[src/rtl/picorv32_bus_fabric.sv]
// picorv32_bus_fabric: single-master / N-slave interconnect for the PicoRV32 native
// memory port. Mask/base address decode (lowest index wins), registered response
// path, bus-error response for unmapped addresses and a per-transaction timeout.
// Optional error capture (o_err_addr / o_err_count) is built only when the macro
// BUS_FABRIC_ERR_CAPTURE_EN is defined; otherwise those outputs are tied to zero.
module picorv32_bus_fabric #(
    parameter int unsigned                   NUM_SLAVES     = 4,
    parameter int unsigned                   ADDR_W         = 32,
    parameter int unsigned                   DATA_W         = 32,
    parameter logic [NUM_SLAVES*ADDR_W-1:0]  SLAVE_BASE     = {32'h3000_0000, 32'h2000_0000,
                                                               32'h1000_0000, 32'h0000_0000},
    parameter logic [NUM_SLAVES*ADDR_W-1:0]  SLAVE_MASK     = {4{32'hFF00_0000}},
    parameter int unsigned                   TIMEOUT_CYCLES = 255,
    parameter logic [DATA_W-1:0]             ERR_RDATA      = 32'hDEAD_BEEF
) (
    input  logic                         i_clk,
    input  logic                         i_reset,
    input  logic                         i_mem_valid,
    input  logic                         i_mem_instr,
    input  logic [ADDR_W-1:0]            i_mem_addr,
    input  logic [DATA_W-1:0]            i_mem_wdata,
    input  logic [DATA_W/8-1:0]          i_mem_wstrb,
    output logic                         o_mem_ready,
    output logic [DATA_W-1:0]            o_mem_rdata,
    output logic [NUM_SLAVES-1:0]        o_s_valid,
    output logic                         o_s_instr,
    output logic [ADDR_W-1:0]            o_s_addr,
    output logic [DATA_W-1:0]            o_s_wdata,
    output logic [DATA_W/8-1:0]          o_s_wstrb,
    input  logic [NUM_SLAVES-1:0]        i_s_ready,
    input  logic [NUM_SLAVES*DATA_W-1:0] i_s_rdata,
    output logic                         o_bus_err,
    output logic [ADDR_W-1:0]            o_err_addr,
    output logic [7:0]                   o_err_count
);

    // Counter is at least one bit wide so the TIMEOUT_CYCLES == 0 build stays legal.
    localparam int unsigned   CW      = (TIMEOUT_CYCLES > 0) ? $clog2(TIMEOUT_CYCLES + 1) : 1;
    localparam logic [CW-1:0] TO_LAST = CW'((TIMEOUT_CYCLES > 0) ? TIMEOUT_CYCLES - 1 : 0);

    typedef enum logic [1:0] {IDLE, ACTIVE, RESP, ERR} state_t;

    state_t                  state_q;
    logic [NUM_SLAVES-1:0]   sel_q;
    logic [NUM_SLAVES-1:0]   sel_d;
    logic                    hit_d;
    logic [CW-1:0]           cnt_q;
    logic                    mem_ready_q;
    logic                    bus_err_q;
    logic [DATA_W-1:0]       mem_rdata_q;
    logic                    s_instr_q;
    logic [ADDR_W-1:0]       s_addr_q;
    logic [DATA_W-1:0]       s_wdata_q;
    logic [DATA_W/8-1:0]     s_wstrb_q;
    logic [DATA_W-1:0]       s_rdata_sel;
    logic                    ready_sel;
    logic                    timeout_hit;

    // Address decode of the incoming request; first matching slot claims it.
    always_comb begin
        hit_d = 1'b0;
        sel_d = '0;
        for (int unsigned k = 0; k < NUM_SLAVES; k++) begin
            if (!hit_d && ((i_mem_addr & SLAVE_MASK[k*ADDR_W +: ADDR_W])
                           == SLAVE_BASE[k*ADDR_W +: ADDR_W])) begin
                hit_d    = 1'b1;
                sel_d[k] = 1'b1;
            end
        end
    end

    // Read-data mux driven by the registered one-hot select.
    always_comb begin
        s_rdata_sel = '0;
        for (int unsigned k = 0; k < NUM_SLAVES; k++) begin
            if (sel_q[k]) begin
                s_rdata_sel = s_rdata_sel | i_s_rdata[k*DATA_W +: DATA_W];
            end
        end
    end

    assign ready_sel   = |(i_s_ready & sel_q);
    assign timeout_hit = (TIMEOUT_CYCLES != 0) && (cnt_q == TO_LAST);

    // Transaction FSM with registered response strobe, error flag and read data.
    always_ff @(posedge i_clk) begin
        if (i_reset) begin
            state_q     <= IDLE;
            sel_q       <= '0;
            cnt_q       <= '0;
            mem_ready_q <= 1'b0;
            bus_err_q   <= 1'b0;
            mem_rdata_q <= '0;
            s_instr_q   <= 1'b0;
            s_addr_q    <= '0;
            s_wdata_q   <= '0;
            s_wstrb_q   <= '0;
        end else begin
            mem_ready_q <= 1'b0;
            bus_err_q   <= 1'b0;
            case (state_q)
                IDLE: begin
                    if (i_mem_valid) begin
                        s_instr_q <= i_mem_instr;
                        s_addr_q  <= i_mem_addr;
                        s_wdata_q <= i_mem_wdata;
                        s_wstrb_q <= i_mem_wstrb;
                        if (hit_d) begin
                            sel_q   <= sel_d;
                            cnt_q   <= '0;
                            state_q <= ACTIVE;
                        end else begin
                            mem_ready_q <= 1'b1;
                            bus_err_q   <= 1'b1;
                            mem_rdata_q <= ERR_RDATA;
                            state_q     <= ERR;
                        end
                    end
                end
                ACTIVE: begin
                    cnt_q <= cnt_q + CW'(1);
                    // Ready wins over a timeout expiring in the same cycle.
                    if (ready_sel) begin
                        mem_ready_q <= 1'b1;
                        mem_rdata_q <= s_rdata_sel;
                        state_q     <= RESP;
                    end else if (timeout_hit) begin
                        mem_ready_q <= 1'b1;
                        bus_err_q   <= 1'b1;
                        mem_rdata_q <= ERR_RDATA;
                        state_q     <= ERR;
                    end
                end
                RESP:    state_q <= IDLE;
                ERR:     state_q <= IDLE;
                default: state_q <= IDLE;
            endcase
        end
    end

    assign o_mem_ready = mem_ready_q;
    assign o_mem_rdata = mem_rdata_q;
    assign o_bus_err   = bus_err_q;
    assign o_s_valid   = (state_q == ACTIVE) ? sel_q : '0;
    assign o_s_instr   = s_instr_q;
    assign o_s_addr    = s_addr_q;
    assign o_s_wdata   = s_wdata_q;
    assign o_s_wstrb   = s_wstrb_q;

`ifdef BUS_FABRIC_ERR_CAPTURE_EN
    logic [ADDR_W-1:0] err_addr_q;
    logic [7:0]        err_count_q;

    // Record the address of each error response and count errors, saturating.
    always_ff @(posedge i_clk) begin
        if (i_reset) begin
            err_addr_q  <= '0;
            err_count_q <= '0;
        end else if (state_q == ERR) begin
            err_addr_q <= s_addr_q;
            if (err_count_q != 8'hFF) begin
                err_count_q <= err_count_q + 8'd1;
            end
        end
    end

    assign o_err_addr  = err_addr_q;
    assign o_err_count = err_count_q;
`else
    assign o_err_addr  = '0;
    assign o_err_count = '0;
`endif

endmodule

[config.mk]
export PLATFORM = sky130hd
export DESIGN_NAME = picorv32_bus_fabric
export DESIGN_NICKNAME = d
export VERILOG_FILES = /design/src/rtl/picorv32_bus_fabric.sv
export SDC_FILE = /design/constraint.sdc
export NUM_CORES = 1
export LEC_CHECK = 0
export BUFFER_PORTS_ARGS = -buffer_cell sky130_fd_sc_hd__clkbuf_2
export CORE_AREA = 2 2 135 137
export CTS_CLUSTER_DIAMETER = 30
export CTS_CLUSTER_SIZE = 40
export DETAILED_ROUTE_END_ITERATION = 8
export DIE_AREA = 0 0 137 139
export GPL_ROUTABILITY_DRIVEN = 0
export PLACE_DENSITY = 0.61
export SYNTH_ARGS = -nofsm -noshare
export SYNTH_HDL_FRONTEND = slang
export SYNTH_SLANG_ARGS = --single-unit
[constraint.sdc]
create_clock -name i_clk -period 4.4 [get_ports i_clk]
set_input_delay 0.44 -clock i_clk [delete_from_list [all_inputs] [get_ports i_clk]]
set_output_delay 0.44 -clock i_clk [all_outputs]
set_load 0.01 [all_outputs]
# After elaboration in Yosys (flattened, before gate mapping)
# Index checks and enable logic that the tools add are counted.
[totals] reg_bits=117 output_inout_bits=147
[classes] n_addsub=1 eq_ne=11 muxes=32 n_bitwise=4 n_reduce_logical=16
[ops] op="$mux 32" n=8
[ops] op="$or 32x32->32" n=3
[ops] op="$pmux 32 s2" n=1
[ops] op="$logic_not 32->1" n=1
[ops] op="$eq 8x6->1 const B" n=2
[ops] op="$mux 8" n=2
[ops] op="$pmux 8 s2" n=1
[ops] op="$mux 1" n=12
[ops] op="$add 8x1->8 const B" n=1
[ops] op="$eq 8x5->1 const B" n=1
[ops] op="$eq 8x8->1 const B" n=1
[ops] op="$mux 2" n=4
[ops] op="$ne 2x2->1 const B" n=3
[ops] op="$pmux 2 s3" n=1
[ops] op="$reduce_and 3->1" n=2
[ops] op="$and 4x4->4" n=1
[ops] op="$eq 2x2->1 const B" n=2
[ops] op="$mux 4" n=1
[ops] op="$pmux 1 s2" n=2
[ops] op="$reduce_and 2->1" n=2
[ops] op="$reduce_and 4->1" n=1
[ops] op="$reduce_or 4->1" n=1
[ops] op="$logic_and 1x1->1" n=3
[ops] op="$logic_not 1->1" n=3
[ops] op="5 further kinds" n=5

# Depth between registers and ports, before layout
[logic_depth] ltp_word=14 ltp_mapped=7 ltp_nobuf=5

# Worst setup path after synthesis
# OpenSTA, ideal clock, no wires.
[synth_timing] path_type="input port to flip-flop" start="input port i_mem_valid" end="register mem_rdata_q[20], in the netlist o_mem_rdata[20]" arrival_time_ns=1.628 slack_ns=2.655 cell_stages=7 path_buffers=3 path_cell_list="inv_1 > or3_1 > buf_2 > a32o_1 > buf_6 > buf_6 > a32o_1"
[synth_via] elab_chain_len=2
[synth_lines] item="start, declared" line="18" rtl="input logic i_mem_valid,"
[synth_lines] item="$ne 2x2->1 (no line)"
[synth_lines] item="$reduce_and 4->1 (no line)"
[synth_lines] item="end signal, assigned" line="125" rtl="mem_rdata_q <= s_rdata_sel;"
[synth_lines] item="end, declared" line="50" rtl="logic [DATA_W-1:0] mem_rdata_q;"
# Every way passes these cells.
# A chain may end at the register's enable or synchronous reset.

# Worst setup path after layout
[layout_timing] start="register state_q[0]" end="register cnt_q[5]"
[layout_via] elab_chain_len=3 elab_cells_between_ends=7 classes_between="3 x eq/ne; 1 x mux; 3 x reduce/logical"
[layout_lines] item="start, declared" line="43" rtl="state_t state_q;"
[layout_lines] item="start signal, assigned" line="88" rtl="state_q <= IDLE;"
[layout_lines] item="start signal, assigned" line="111" rtl="state_q <= ACTIVE;"
[layout_lines] item="start signal, assigned" line="116" rtl="state_q <= ERR;"
[layout_lines] item="$eq 2x1->1 / $logic_not 2->1 (equally long branches)" line="101" rtl="case (state_q)"
[layout_lines] item="$reduce_bool 2->1 (no line) / $ne 2x2->1 (equally long branches)"
[layout_lines] item="$reduce_and 3->1 (no line)"
[layout_lines] item="end signal, assigned" line="121" rtl="cnt_q <= cnt_q + CW'(1);"
[layout_lines] item="end, declared" line="47" rtl="logic [CW-1:0] cnt_q;"
# Parallel ways exist; a longest one is shown, timed or not.

==> impl_metrics.tcl <==
set metrics [dict create \
    rsz0062_at_grt "no" \
    postLayoutCoreUtil_pct 42.0 \
    maxSlewViolCount 0 \
    crit_chain "nor3b_2 -> a31oi_1 -> or4_1 -> a21oi_1" \
    syn_area_per_cell_um2 8.56 \
    holdWs_ns 0.244 \
    setup_viol 0 \
    cts_resized 0 \
    synth.area.top_cells "dfxtp_1 (44%), nand2_1 (10%), a21oi_1 (8.1%), a221oi_2 (6.8%), buf_4 (5.7%)" \
    grt_pass1_wl_mm 25.8 \
    remaining_drc_errors 0 \
    hpwl_mm 13.0 \
    syn_inst 621 \
    reg2reg_slack_ns 2.12 \
    tightest_slew_ns 1.13 \
    seq_power_share_pct 39.9 \
    core-area_um2 17700 \
    htree_levels 4 \
    placed_cell_area_um2 6840 \
    power.share.clock_pct 46.2 \
    fillers 1881 \
    drt_first_iter_violations 154 \
    finalInstanceArea_um2 7420 \
    finalClockSkew_ns 0.00672 \
    hold_viol 0 \
    clock_latency_ns 0.41 \
    timing.fmax_mhz 438 \
    postCtsSetupRepairBufs 0 \
    synth.top_cell.area_share_pct 44.1 \
    syn-cell-area_um2 5310 \
    num_vias 5376 \
    wl_mm 17.6 \
    final_layout_size_suffix_gt1_share_pct 41.6 \
    io_buffers 310 \
    min_period_ns 2.28 \
    initial_utilization_pct 30.1 \
    cts_hold_buf 0 \
    clock-sinks 117 \
    start_kind "flip-flop" \
    yosys_warnings 0 \
    power.leakage_nw 3.38 \
    worst_ep_arrival_time_ns 2.61 \
    rows 49 \
    slew_headroom_pct 24.5 \
    synth_seq_cells 117 \
    grt_pass1_vias 4979 \
    synth_cell_types 37 \
    synth_commonest_cells "nand2_1 (147), dfxtp_1 (117), a21oi_1 (86)" \
    crit_slowest_cell "nor3b_2" \
    peakVddDrop_mv 0.225 \
    cts_tree "yes" \
    critical_path.max_stage_delay_ns 0.78 \
    syn_to_final_growth_pct 39.6 \
    dp_slack_ns 1.87 \
    firstDrtPassIters 4 \
    root_buffer "clkbuf_16" \
    critPathBufInv 0 \
    die_h_um 139 \
    final_antenna_net_count 0 \
    synthArstFlopShare_pct 0 \
    pin_count 351 \
    max_cap_viol_count 0 \
    status "completed" \
    vias_per_cell 4.69 \
    cp.required_ns 4.73 \
    p_comb_share_pct 14.0 \
    track_usage_pct 17.5 \
    grt_max_degree 71 \
    clkTransAtPathRegs_ns 0.06 \
    seq_area_um2 2340 \
    power.density_nw_per_um2 396 \
    cellInternalPower_w 0.00214 \
    synth_area_leader_cell "dfxtp_1" \
    nets 1111 \
    diodes 0 \
    ys_seq_area_share_pct 44.1 \
    period_share_pct 51.9 \
    setup-tns-final_ns 0 \
    setup.worst_path.class "flip-flop to flip-flop" \
    synth_edf_count 0 \
    worstHoldPathType "input pin to flip-flop" \
    clk_path_buf_depth 2 \
    die_width_um 137 \
    end_kind "flip-flop" \
    p_sw_share_pct 27.2 \
    ys.flop_type "dfxtp_1" \
    power_switching_w 0.000798 \
    grt_overflow 0 \
    worst_slack_ns 2.12 \
    antenna_found_initial 0 \
    synth.most_common_cell "nand2_1" \
    cp_max_fo 14 \
    crit_family "simple AND/OR/NAND/NOR gates" \
    wl_per_cell_um 15.3 \
    cts_made_buffers 17 \
    multiInputGateArea_um2 2500 \
    dieArea_um2 19000 \
]
==> state kept, by name, indices dropped and copies added (netlist names) <==
| name | cells |
|---|---|
| sel_q | 4 |
| cnt_q | 8 |
| o_s_instr | 1 |
| state_q | 2 |
| o_bus_err | 1 |
| o_s_wstrb | 4 |
| o_s_addr | 32 |
| o_mem_ready | 1 |
| o_mem_rdata | 32 |
| o_s_wdata | 32 |
==> cell usage in the layout, fill, tap and decap left out, types with 4 or more instances in the layout <==
cell type,instances
a21oi_1,86
a221oi_1,24
a221oi_2,24
a22o_1,24
a22oi_1,18
a32o_1,8
and2_1,6
buf_4,8
clkbuf_16,17
clkbuf_2,309
clkinv_2,4
conb_1,40
dfxtp_1,117
inv_1,26
nand2_1,147
nand3_1,4
nor2_1,12
==> per-layer routing <==
| metal | vias to the layer above | GRT usage (%) | wire (µm) |
|---|---|---|---|
| met5 | - | 0 | 0 |
| met4 | 0 | 5.53 | 224 |
| met3 | 13 | 6.83 | 1760 |
| met2 | 228 | 30.7 | 8880 |
| met1 | 2461 | 19.1 | 6710 |
| li1 | 2674 | - | - |
==> tightest hold or removal path: stages <==
cell and delay, ns:
clkbuf_2 0.08, nand2_1 0.04, a21oi_1 0.05
==> power by group through the flow <==
stage | combinational, W | clock (W) | sequential [W]
global route | 0.000455 | 0.00145 | 0.00118
floorplan | 0.000212 | 0 | 0.00122
finish | 0.000410 | 0.00136 | 0.00117
CTS | 0.000418 | 0.00140 | 0.00117
global placement | 0.000413 | 0 | 0.00119
detailed placement | 0.000417 | 0 | 0.00119
==> worst paths after layout <==
kind	from	to	cells past startpoint
worst max-delay path	state_q[0]	cnt_q[5]	4
worst min-delay path	i_mem_wdata[16]	o_s_wdata[16]	3
worst max register to register	state_q[0]	cnt_q[5]	4
worst min register to register	o_s_wstrb[0]	o_s_wstrb[0]	2
==> final cells by class <==
type	instances	share of cell area (%)
multi-input combinational	425	33.7
clock inverter	15	2.09
clock buffer	17	5.74
sequential	117	31.6
tap	229	3.86
inverter	27	1.37
timing repair buffer	317	21.7
==> logic make-up after synthesis <==
kind of cell / synth area share [%]
AO/OA/AOI/OAI: 28.0
AND/OR/NAND/NOR: 14.9
buffers and inverters: 11.9
flip-flops: 44.1
XOR/XNOR: 0.495
adder cells (fa/ha/maj): 0.471
other: 0.0706
==> stage by stage <==
step / power (W) / cells
6_report: 0.00294 / 1147
5_1_grt: 0.00309 / 1147
4_1_cts: 0.00299 / 1147
3_5_place_dp: 0.00161 / 1115
3_3_place_gp: 0.00161 / 1115
2_1_floorplan: 0.00143 / 660
No activity file was read; power rests on OpenSTA's default activity.
